### src/rtl/iot_pkg.sv
// Shared definitions for the IoT data-filter front end.
package iot_pkg;

  localparam int unsigned BYTE_W              = 8;
  localparam int unsigned WORD_W              = 128;
  localparam int unsigned WORD_BYTES_DEF      = WORD_W / BYTE_W;
  localparam int unsigned WORDS_PER_ROUND_DEF = 8;
  localparam int unsigned NUM_ROUNDS_DEF      = 64;
  localparam int unsigned CNT_W               = 6;
  localparam int unsigned CYC_W               = 8;
  localparam int unsigned FN_W                = 3;
  localparam int unsigned ST_W                = 3;

  // Control-bus state codes seen by the filter stages.
  typedef enum logic [ST_W-1:0] {
    ST_IDLE = 3'b000,
    ST_LOAD = 3'b001,
    ST_OUT  = 3'b010,
    ST_DONE = 3'b011
  } iot_state_e;

  // Function select: zero disables the whole datapath.
  localparam logic [FN_W-1:0] FN_OFF = 3'b000;

  // True when a function select code enables the datapath.
  function automatic logic fn_enabled(input logic [FN_W-1:0] f);
    return f != FN_OFF;
  endfunction

endpackage

### src/rtl/iot_byte_packer.sv
// Byte-to-word shift register with a byte index and a word-complete flag.
module iot_byte_packer
  import iot_pkg::*;
#(
  parameter int unsigned WORD_BYTES = WORD_BYTES_DEF
) (
  input  logic                         clk,
  input  logic                         rst,
  input  logic                         clr_i,
  input  logic                         push_i,
  input  logic [BYTE_W-1:0]            byte_i,
  output logic [BYTE_W*WORD_BYTES-1:0] data_o,
  output logic [CNT_W-1:0]             cnt_o,
  output logic                         word_done_o
);

  localparam int unsigned      DATA_W   = BYTE_W * WORD_BYTES;
  localparam logic [CNT_W-1:0] CNT_LAST = CNT_W'(WORD_BYTES - 1);

  logic [DATA_W-1:0] data_q, data_d;
  logic [CNT_W-1:0]  cnt_q, cnt_d;
  logic              first_q, first_d;
  logic              done_q, done_d;

  // Next-state: clear wins over push; the first byte after a clear lands at index 0.
  always_comb begin
    data_d  = data_q;
    cnt_d   = cnt_q;
    first_d = first_q;
    done_d  = done_q;
    if (clr_i) begin
      data_d  = '0;
      cnt_d   = '0;
      first_d = 1'b1;
      done_d  = 1'b0;
    end else if (push_i) begin
      data_d  = {data_q[DATA_W-BYTE_W-1:0], byte_i};
      cnt_d   = (first_q || (cnt_q == CNT_LAST)) ? '0 : cnt_q + CNT_W'(1);
      first_d = 1'b0;
      done_d  = (cnt_d == CNT_LAST);
    end
  end

  // Packer registers.
  always_ff @(posedge clk or posedge rst) begin
    if (rst) begin
      data_q  <= '0;
      cnt_q   <= '0;
      first_q <= 1'b1;
      done_q  <= 1'b0;
    end else begin
      data_q  <= data_d;
      cnt_q   <= cnt_d;
      first_q <= first_d;
      done_q  <= done_d;
    end
  end

  assign data_o      = data_q;
  assign cnt_o       = cnt_q;
  assign word_done_o = done_q;

endmodule

### src/rtl/iot_word_collector.sv
// Front end of the IoT filter datapath: packs bytes into words, groups words
// into rounds and drives the shared control bus for the filter stages.
module iot_word_collector
  import iot_pkg::*;
#(
  parameter int unsigned WORD_BYTES      = WORD_BYTES_DEF,
  parameter int unsigned WORDS_PER_ROUND = WORDS_PER_ROUND_DEF,
  parameter int unsigned NUM_ROUNDS      = NUM_ROUNDS_DEF
) (
  input  logic                         clk,
  input  logic                         rst,
  input  logic [FN_W-1:0]              fn_sel,
  input  logic                         in_en,
  input  logic [BYTE_W-1:0]            iot_in,
  output logic                         busy,
  output logic [BYTE_W*WORD_BYTES-1:0] data,
  output logic [CNT_W-1:0]             cnt,
  output logic [CYC_W-1:0]             cycle_cnt,
  output logic [ST_W-1:0]              state,
  output logic                         valid,
  output logic                         done
);

  localparam int unsigned      RND_W       = $clog2(NUM_ROUNDS + 1);
  localparam logic [CNT_W-1:0] CNT_PRELAST = CNT_W'(WORD_BYTES - 2);
  localparam logic [CYC_W-1:0] CYC_LAST    = CYC_W'(WORDS_PER_ROUND - 1);
  localparam logic [RND_W-1:0] RND_LIMIT   = RND_W'(NUM_ROUNDS);

  iot_state_e              state_q, state_d;
  logic [FN_W-1:0]         fn_sel_q;
  logic [CYC_W-1:0]        cycle_cnt_q, cycle_cnt_d;
  logic [RND_W-1:0]        round_cnt_q, round_cnt_d;
  logic                    busy_q, busy_d;
  logic                    valid_q, valid_d;
  logic                    done_q, done_d;

  logic                    clr_c;
  logic                    accept_c;
  logic [BYTE_W*WORD_BYTES-1:0] pk_data;
  logic [CNT_W-1:0]        pk_cnt;
  logic                    pk_word_done;

  // Abort on a select change mid-run (also exits DONE), or on disable outside IDLE.
  always_comb begin
    clr_c = 1'b0;
    if ((state_q != ST_IDLE) && (fn_sel != fn_sel_q)) clr_c = 1'b1;
    if ((state_q != ST_IDLE) && !fn_enabled(fn_sel)) clr_c = 1'b1;
  end

  // A byte is taken only while collecting, enabled, not busy and not aborting.
  always_comb begin
    accept_c = in_en && !busy_q && fn_enabled(fn_sel) && !clr_c &&
               ((state_q == ST_IDLE) || (state_q == ST_LOAD));
  end

  iot_byte_packer #(
    .WORD_BYTES (WORD_BYTES)
  ) u_packer (
    .clk         (clk),
    .rst         (rst),
    .clr_i       (clr_c),
    .push_i      (accept_c),
    .byte_i      (iot_in),
    .data_o      (pk_data),
    .cnt_o       (pk_cnt),
    .word_done_o (pk_word_done)
  );

  // Next state, word/round counters and registered bus flags.
  always_comb begin
    state_d     = state_q;
    cycle_cnt_d = cycle_cnt_q;
    round_cnt_d = round_cnt_q;
    if (clr_c) begin
      state_d     = ST_IDLE;
      cycle_cnt_d = '0;
      round_cnt_d = '0;
    end else begin
      case (state_q)
        ST_IDLE: if (accept_c) state_d = ST_LOAD;
        ST_LOAD: begin
          if (accept_c && (pk_cnt == CNT_PRELAST) && (cycle_cnt_q == CYC_LAST))
            state_d = ST_OUT;
        end
        ST_OUT: begin
          round_cnt_d = round_cnt_q + RND_W'(1);
          state_d     = (round_cnt_d < RND_LIMIT) ? ST_LOAD : ST_DONE;
        end
        ST_DONE: state_d = ST_DONE;
        default: state_d = ST_IDLE;
      endcase
      // First byte of a new word after a completed one advances the word index.
      if (accept_c && pk_word_done)
        cycle_cnt_d = (cycle_cnt_q == CYC_LAST) ? '0 : cycle_cnt_q + CYC_W'(1);
    end
    busy_d  = (state_d == ST_OUT) || (state_d == ST_DONE) || !fn_enabled(fn_sel);
    valid_d = (state_d == ST_OUT);
    done_d  = (state_d == ST_DONE);
  end

  // Control registers.
  always_ff @(posedge clk or posedge rst) begin
    if (rst) begin
      state_q     <= ST_IDLE;
      fn_sel_q    <= FN_OFF;
      cycle_cnt_q <= '0;
      round_cnt_q <= '0;
      busy_q      <= 1'b0;
      valid_q     <= 1'b0;
      done_q      <= 1'b0;
    end else begin
      state_q     <= state_d;
      fn_sel_q    <= fn_sel;
      cycle_cnt_q <= cycle_cnt_d;
      round_cnt_q <= round_cnt_d;
      busy_q      <= busy_d;
      valid_q     <= valid_d;
      done_q      <= done_d;
    end
  end

  assign busy      = busy_q;
  assign data      = pk_data;
  assign cnt       = pk_cnt;
  assign cycle_cnt = cycle_cnt_q;
  assign state     = state_q;
  assign valid     = valid_q;
  assign done      = done_q;

endmodule

### config.mk
export PLATFORM = sky130hd
export DESIGN_NAME = iot_word_collector
export DESIGN_NICKNAME = d
export VERILOG_FILES = /design/src/rtl/iot_pkg.sv /design/src/rtl/iot_byte_packer.sv /design/src/rtl/iot_word_collector.sv
export SDC_FILE = /design/constraint.sdc
export NUM_CORES = 1
export LEC_CHECK = 0
export ABC_AREA = 1
export CAP_MARGIN = 20
export CORE_ASPECT_RATIO = 0.7
export CORE_UTILIZATION = 35
export CTS_CLUSTER_DIAMETER = 200
export DETAILED_ROUTE_END_ITERATION = 10
export SETUP_SLACK_MARGIN = 0.5
export SYNTH_ARGS = -nofsm -noshare
export SYNTH_HDL_FRONTEND = slang
export SYNTH_SLANG_ARGS = --single-unit
### constraint.sdc
create_clock -name clk -period 4.7 [get_ports clk]
set_input_delay 0.47 -clock clk [delete_from_list [all_inputs] [get_ports clk]]
set_output_delay 0.47 -clock clk [all_outputs]
set_load 0.01 [all_outputs]
==> results of run 1 <==
flip-flops by register name (all words and copies together), names as in the netlist:
signal and cells:
done 1, cycle_cnt 8, busy 1, u_packer.word_done_o 1, valid 1, state 3, u_packer.cnt_o 6, u_packer.data_o 128
u_packer.first_q 1, fn_sel_q 3, round_cnt_q 7
where the power goes:
part / switching [mW] / total (mW) / internal (mW)
clock: 0.567 / 1.47 / 0.906
combinational: 0.138 / 0.207 / 0.0689
sequential: 0.0157 / 1.41 / 1.40
stage by stage:
stage / instance area (sq um) / hold slack, ps / utilization, % / setup WS, ps / instances
final: 8800 / 453 / 48.9 / 2200 / 1045
after global routing: 8800 / 470 / 48.9 / 1980 / 1045
after CTS: 8800 / 450 / 48.9 / 2200 / 1045
after detailed placement: 8180 / 472 / 45.4 / 1740 / 1013
after global placement: 8180 / 471 / 45.4 / 1820 / 1013
after floorplan: 6420 / 449 / - / 2200 / 642
critical path, delay by kind of cell:
kind	cells	cell delay, ps
buffers and inverters	3	970
AND/OR/NAND/NOR	6	1190
AO/OA/AOI/OAI	1	120
path summary, 6_finish.rpt:
| path | endpoint | depth (start not counted) |
|---|---|---|
| max | u_packer.data_o[65]$_DFFE_PP0P_ | 10 |
| min | state[1]$_DFF_PP0_ | 2 |
| max reg2reg | u_packer.data_o[65]$_DFFE_PP0P_ | 7 |
| min reg2reg | u_packer.word_done_o$_DFFE_PP0P_ | 2 |
| max in group asynchronous | u_packer.data_o[21]$_DFFE_PP0P_ | 3 |
| min in group clk | u_packer.word_done_o$_DFFE_PP0P_ | 2 |
cell type report:
type / instances / area (sq um)
fill: 1690 / 9200
inverter: 162 / 612
sequential: 160 / 4010
clock inverter: 13 / 185
multi-input combinational: 290 / 1600
clock buffer: 19 / 443
timing repair buffer: 165 / 1670
tap: 236 / 295
cell usage in the layout (no fill, tap or decap), types with 7 or more instances in the layout:
cell type and instances:
dfrtp_1 159, nand2_1 61, o22ai_1 115, o21ai_1 7, clkdlybuf4s50_1 161, nor2_1 25
o21ai_0 23, nand3_1 18, clkbuf_16 17, nand4_1 10, inv_1 158
synthesized netlist by cell type, drive strengths merged (2+ instances only):
master,n,area [sq um]
clkbuf,2,7.51
inv,161,604
buf,28,208
nor3b,2,15.0
o21ai,31,166
dfrtp,159,3980
o22ai,115,719
ha,4,50.1
nand3,18,90.1
or2,3,18.8
nand4,10,62.6
a21oi,6,30.0
xor2,3,26.3
nor3,2,10.0
nor2,28,118
nand2,64,258
layer usage:
metal	vias to the layer above	track usage, %	routed length, microns
li1	2400	-	-
met1	2401	25.7	7850
met2	127	25.1	6910
met3	8	8.91	1710
met4	0	4.81	100
met5	-	0	0
kinds of logic (layout without fill, tap and decap cells):
family / Yosys count / in the layout / synth area share (%)
flops: 160 / 160 / 62.4
buf+inv: 192 / 359 / 12.8
simple gates: 128 / 128 / 9.02
compound gates: 153 / 153 / 14.4
other cells: 1 / 1 / 0.0584
fa+ha+maj: 4 / 4 / 0.780
xor+xnor: 4 / 4 / 0.546
==> run_results.csv, run 1 <==
group,metric,value,unit
run_status,status,"finished, final reports clean",
synth,syn-instance-count,642,
die,core_area,0.0180,sq mm
power,p_leak,3.77,nW
final_layout,nNetsFinal,814,
synth,synth_cell_type_count,32,
grt,grt_antenna_before_repair,0,
clock_network,numClockSinks,160,
synth,ys_ff_latch,160,
clock_network,clockBufferDepth,2,
die,start_util,35.7,%
worst_setup_path,crit_path_start,"fn_sel[0]",
worst_setup_path,path_class,"input pin to register",
clock_network,numCtsBuffers,17,
die,rows,41,
timing,slew-limit-headroom,46.9,%
placement,place_congestion,0.803,
synth,ys_seq_area_share,62.4,%
timing,setup_tns,0,ps
worst_setup_path,startpoint_type,"input pin",
synth,netlist_area,0.00642,sq mm
worst_setup_path,critPathMaxFanout,73,
timing,layout_min_cycle_time,2500,ps
clock_network,post_cts_resized,0,
worst_setup_path,cp-end-kind,"register",
routing,dr_total_vias,4936,
synth,synth-edff-count,0,
routing,ant_nets,0,
synth,synth.avg_cell_area,10.0,sq um
grt,grt_pass1_wl,26.3,mm
power,powerDensity,351,mW/mm^2
timing,drv_slew,0,
job,maxCapViolations,0,
clock_network,h-tree-depth,4,
clock_network,clk_pin_slew_worst_paths,60,ps
clock_network,clock_latency,420,ps
placement,post-dp-hpwl,11.1,mm
routing,routed_wl,16.6,mm
worst_setup_path,r2r_slack,2280,ps
clock_network,clock-root-buffer,"clkbuf_16",
power,finalPower,3.09,mW
timing,hold_viol_final,0,
synth,synthesis.nets,660,
clock_network,cts_hold_buf,0,
grt,grt-ovfl-total,0,
worst_setup_path,reg2reg_from,"state[1]$_DFF_PP0_",
timing,tightest_slew,796,ps
die,ios,162,
die,dieWidth,164,microns
min_path,min_path_type,"input pin to async pin",
routing,via_per_inst,4.72,
timing,grt_setup_unrepaired,"false",
worst_setup_path,crit_path_max_incr_delay,630,ps
clock_network,cts_tree,"yes",
grt,grt_max_degree,139,
power,vdd_drop_max,180,uV
routing,drt_first_pass_iters,4,
clock_network,post_cts_buffers,0,
worst_setup_path,crit_arrival,2790,ps
routing,wire_per_inst,15.9,microns
synth,synthArstFlopShare,100,%
placement,port_buffers,161,
grt,grt_pass1_vias,4892,
die,die_area,0.0189,sq mm
die,chipHeight,115,microns
timing,setup_violations,0,
synth,yosys_warnings,0,
timing,fmax,0.399,GHz
synth,synth_ff_type,"dfrtp_1",
final_layout,syn2layout_area_growth,37.1,%
timing,skew,16.5,ps
final_layout,drive_gt1_share,5.93,%
timing,period_share,53.3,%
final_layout,num_antenna_cells,0,
routing,initialDrtViolationCount,336,
grt,grt.total_usage,18.4,%
worst_setup_path,path_cells,"clkdlybuf4s50_1 -> inv_1 -> nand2_1 -> nor2_2 -> nor2_1 -> nand2_1 -> nand2_4 -> nand2_4 -> buf_4 -> o22ai_1",
worst_setup_path,cp_slowest_cell,"nand2_4",
routing,drc_errors,0,
worst_setup_path,required,4990,ps
No activity file was read; power rests on OpenSTA's default activity.
==> run 2: changes to the inputs <==
==> constraint.sdc (replaced) <==
create_clock -name clk -period 2.6 [get_ports clk]
set_input_delay 0.26 -clock clk [delete_from_list [all_inputs] [get_ports clk]]
set_output_delay 0.26 -clock clk [all_outputs]
set_load 0.01 [all_outputs]
==> run 2 against run 1 <==
  * Global-route usage rose by 0.28 points
  * Clock power increased by 60%
  * Setup slack got worse by 1400 ps
  * Largest power group is now sequential cells
  * Cell area about the same
  * Worst hold slack got worse by 180 ps
  * Register-to-register slack worse by 1500 ps
  * Flip-flop and latch count did not move
  * Via count rose by 0.20%
  * Routed wire length up 1.0%
  * Sequential power rose by 81%
  * Total power increased by 71%
  * Combinational power grew 93%
==> run_results.csv, run 2 (synthesized netlist as in run 1, its figures left out) <==
group,metric,value,unit
run_status,status,"finished, final reports clean",
timing,fmax,0.541,GHz
worst_setup_path,path_class,"register to register",
grt,grt_max_degree,67,
timing,grt_setup_unrepaired,"false",
placement,post-dp-hpwl,11.5,mm
clock_network,numClockSinks,160,
final_layout,final_cell_mix,"clkdlybuf4s50_1 (161), dfrtp_1 (159), inv_1 (158)",
grt,grt_antenna_before_repair,0,
clock_network,clockBufferDepth,2,
die,dieWidth,164,microns
worst_setup_path,cp-end-kind,"register",
routing,dr_total_vias,4946,
worst_setup_path,reg2reg_from,"state[1]$_DFF_PP0_",
final_layout,drive_gt1_share,6.17,%
clock_network,clock_latency,420,ps
grt,grt.total_usage,18.7,%
clock_network,clock-root-buffer,"clkbuf_16",
worst_setup_path,worstReg2RegEnd,"u_packer.data_o[1]$_DFFE_PP0P_",
final_layout,num_antenna_cells,0,
power,powerDensity,602,mW/mm^2
clock_network,numCtsBuffers,17,
routing,highest-signal-layer,"met4",
worst_setup_path,reg2regPathDepth,7,
final_layout,nNetsFinal,817,
timing,slew-limit-headroom,57.9,%
power,p_leak,3.77,nW
clock_network,post_cts_buffers,0,
routing,wl_met2,6.50,mm
timing,drv_slew,0,
routing,met1_length,8.42,mm
power,vdd_drop_max,344,uV
grt,grt_pass1_wl,26.6,mm
timing,period_share,71.1,%
min_path,min_path_type,"input pin to async pin",
worst_setup_path,critPathMaxFanout,62,
clock_network,h-tree-depth,4,
placement,place_congestion,0.809,
final_layout,fin_cells,1046,
final_layout,syn2layout_area_growth,37.1,%
routing,initialDrtViolationCount,347,
timing,layout_min_cycle_time,1850,ps
clock_network,post_cts_resized,0,
clock_network,clk_pin_slew_worst_paths,70,ps
die,start_util,35.7,%
final_layout,largest_register_ffs,128,
die,core_area,0.0180,sq mm
routing,wire_per_inst,16.0,microns
timing,setup_violations,0,
timing,setup_tns,0,ps
routing,ant_nets,0,
placement,port_buffers,161,
worst_setup_path,crit_arrival,2130,ps
clock_network,cts_tree,"yes",
routing,drt_first_pass_iters,4,
grt,grt-ovfl-total,0,
timing,tightest_slew,630,ps
die,die_area,0.0189,sq mm
routing,via_per_inst,4.73,
routing,drc_errors,0,
job,maxCapViolations,0,
timing,hold_viol_final,0,
grt,grt_pass1_vias,4825,
routing,wl_met3,1.60,mm
die,chipHeight,115,microns
placement,dp_cells,1016,
final_layout,nFillCells,1672,
die,ios,162,
worst_setup_path,required,2880,ps
clock_network,cts_hold_buf,0,
routing,routed_wl,16.7,mm
final_layout,final_common_cell,"clkdlybuf4s50_1",
worst_setup_path,startpoint_type,"register",
timing,skew,8.89,ps
die,rows,41,
worst_setup_path,r2r_slack,750,ps
[run 2: cell type report]
cell class / count / area [sq um] / share of cell area, %
clock buffers: 19 / 453 / 5.14
inverters: 162 / 612 / 6.95
clock inverters: 11 / 91.3 / 1.04
flip-flops and latches: 160 / 4010 / 45.5
repair buffers: 168 / 1750 / 19.9
well taps: 236 / 295 / 3.35
multi-input cells: 290 / 1600 / 18.1
[run 2: how the worst max path moves through the flow]
stage,to,startpoint
floorplan,busy$_DFF_PP0_,rst
global placement,u_packer.data_o[58]$_DFFE_PP0P_,fn_sel[0]
detailed placement,u_packer.data_o[0]$_DFFE_PP0P_,fn_sel[0]
CTS,u_packer.data_o[1]$_DFFE_PP0P_,state[1]$_DFF_PP0_
global route,u_packer.data_o[0]$_DFFE_PP0P_,state[1]$_DFF_PP0_
finish,u_packer.data_o[1]$_DFFE_PP0P_,state[1]$_DFF_PP0_
[run 2: power by group]
group | switching, mW | internal (mW)
logic | 0.257 | 0.142
clock network | 1.00 | 1.35
registers | 0.0290 | 2.52
[run 2: metrics by stage]
stage	hold slack [ps]	util [%]	power, mW	worst slack (ps)	cell area [sq um]
2_1_floorplan	291	-	2.85	312	6420
3_3_place_gp	473	45.9	3.00	448	8260
3_5_place_dp	482	45.9	3.00	407	8260
4_1_cts	277	48.9	5.37	735	8800
5_1_grt	297	48.9	5.51	568	8800
6_report	276	48.9	5.30	751	8800
[run 2: per-layer routing]
layer  up-vias  track usage (%)
met2       130             23.4
met4         0             6.60
met1      2401             27.8
met3        18             8.08
met5         -                0
li1       2397                -
[run 2: critical path: stages, from the launching register on]
cell and delay (ps):
dfrtp_1 430, nor2_2 180, nand3b_1 140, nor2_4 220, inv_2 110, nand2_4 200, buf_12 290, o21ai_0 140
==> run 3: changes to the inputs <==
==> constraint.sdc (replaced) <==
create_clock -name clk -period 1.5 [get_ports clk]
set_input_delay 0.15 -clock clk [delete_from_list [all_inputs] [get_ports clk]]
set_output_delay 0.15 -clock clk [all_outputs]
set_load 0.01 [all_outputs]
==> run 3 against run 2 <==
  * The run now ends with setup timing left
  * Global-route usage rose by 1.7 points
  * Die area did not move
  * Setup slack worse by 890 ps
  * Core utilization up 8.7 points
  * Largest power group is now the clock network
==> run_results.csv, run 3 (synthesized netlist as in run 1, its figures left out) <==
group,metric,value,unit
job,maxCapViolations,0,
min_path,min_path_type,"input pin to async pin",
grt,grt.total_usage,20.3,%
routing,via_per_inst,4.88,
worst_setup_path,cp-end-kind,"register",
die,rows,41,
clock_network,cts_tree,"yes",
final_layout,fin_cells,1175,
timing,grt_setup_unrepaired,"true",
worst_setup_path,cp-endpoint,"u_packer.data_o[91]$_DFFE_PP0P_",
routing,initialDrtViolationCount,387,
worst_setup_path,crit_arrival,1990,ps
routing,drc_errors,0,
power,p_leak,5.00,nW
routing,routed_wl,21.7,mm
die,dieWidth,164,microns
final_layout,ff_latch_area,0.00401,sq mm
timing,drv_slew,0,
routing,drt_first_pass_iters,5,
clock_network,clock_latency,430,ps
final_layout,stdcell_area,0.0104,sq mm
final_layout,syn2layout_area_growth,61.6,%
final_layout,final_cell_mix,"dfrtp_1 (155), inv_1 (151), o22ai_1 (90)",
final_layout,nFillCells,1511,
worst_setup_path,reg2regPathDepth,8,
placement,dp_cells,1041,
worst_setup_path,critPathMaxFanout,13,
placement,place_congestion,0.786,
final_layout,final_common_cell,"dfrtp_1",
routing,wire_per_inst,18.4,microns
placement,dpl_worst_slack,-383,ps
clock_network,clk_pin_slew_worst_paths,70,ps
routing,dr_total_vias,5731,
grt,grt_pass1_vias,5207,
worst_setup_path,worstReg2RegEnd,"u_packer.data_o[91]$_DFFE_PP0P_",
die,die_area,0.0189,sq mm
grt,grt_antenna_before_repair,0,
worst_setup_path,crit_path_start,"state[1]$_DFF_PP0_",
final_layout,largest_register_ffs,128,
timing,skew,10.1,ps
clock_network,numClockSinks,160,
timing,setup_violations,145,
final_layout,nNetsFinal,944,
clock_network,numCtsBuffers,17,
worst_setup_path,path_class,"register to register",
final_layout,num_antenna_cells,0,
worst_setup_path,required,1840,ps
worst_setup_path,reg2reg_from,"state[1]$_DFF_PP0_",
timing,setup_slack,-144,ps
final_layout,drive_gt1_share,41.7,%
die,core_area,0.0180,sq mm
worst_setup_path,startpoint_type,"register",
placement,port_buffers,161,
clock_network,clock-root-buffer,"clkbuf_16",
clock_network,clockBufferDepth,2,
grt,grt_max_degree,85,
timing,fmax,0.608,GHz
timing,period_share,110,%
die,ios,162,
power,powerDensity,1000,mW/mm^2
run_status,violations,"setup timing",
power,vdd_drop_max,625,uV
die,chipHeight,115,microns
final_layout,multi_input_area,0.00199,sq mm
routing,ant_nets,0,
placement,postPlaceCellArea,0.00850,sq mm
clock_network,h-tree-depth,4,
die,start_util,35.7,%
worst_setup_path,r2r_slack,-140,ps
grt,grt_pass1_wl,28.8,mm
placement,post-dp-hpwl,11.5,mm
timing,setup_tns,-13460,ps
run_status,status,"finished, violations left",
timing,layout_min_cycle_time,1640,ps
grt,grt-ovfl-total,0,
timing,hold_viol_final,0,
[run 3: repair_timing]
action | CTS | global route
resized for setup | 523 | 182
pin swaps | 6 | 17
hold buffers | 0 | 0
gates cloned | 8 | 15
setup buffers | 34 | 45
setup endpoints to repair | 304 | 304
[run 3: worst min-delay path by stage]
stage                                                start  slack (ps)  cells past startpoint                          endpoint
after floorplan                                  fn_sel[0]         180                      0             fn_sel_q[0]$_DFF_PP0_
after global placement    u_packer.word_done_o$_DFFE_PP0P_         470                      2  u_packer.word_done_o$_DFFE_PP0P_
after detailed placement  u_packer.word_done_o$_DFFE_PP0P_         480                      2  u_packer.word_done_o$_DFFE_PP0P_
after CTS                                        fn_sel[0]         220                      1             fn_sel_q[0]$_DFF_PP0_
after global routing                             fn_sel[0]         240                      1             fn_sel_q[0]$_DFF_PP0_
final                                                  rst         200                      3             fn_sel_q[0]$_DFF_PP0_
[run 3: layout make-up]
class	count	share of cell area [%]
repair inverters	1	0.0724
flip-flops and latches	160	38.7
multi-input cells	292	19.2
inverters	162	6.13
well taps	236	2.85
clock buffers	21	4.54
clock inverters	11	1.48
repair buffers	292	27.0
[run 3: critical path, cell delays in order, from the launching register on]
cell,delay (ps)
dfrtp_1,390
nor2_2,150
nand3b_1,150
nor2_4,160
buf_6,150
buf_12,120
nand2_8,90
buf_12,170
o22ai_1,170
[run 3: power breakdown]
| group | total [mW] | leakage (nW) | internal (mW) | switching [mW] |
|---|---|---|---|---|
| Sequential | 4.42 | 2.21 | 4.37 | 0.0452 |
| Clock | 4.61 | 0.300 | 2.77 | 1.84 |
| Combinational | 1.38 | 2.49 | 0.681 | 0.695 |
[run 3: per-stage QoR]
step | util (%) | hold WS (ps) | power [mW]
final | 57.6 | 204 | 10.4
after global placement | 47.2 | 469 | 5.29
after floorplan | - | 181 | 4.95
after detailed placement | 47.2 | 476 | 5.29
after CTS | 52.4 | 225 | 10.1
after global routing | 57.6 | 242 | 10.7
[run 3: layer usage]
layer,track usage [%],share of wire (%),up-vias
met5,0,0,-
met4,5.37,0.84,0
met3,7.65,7.7,13
met2,28.5,44,190
met1,29.3,47,2855
li1,-,-,2673
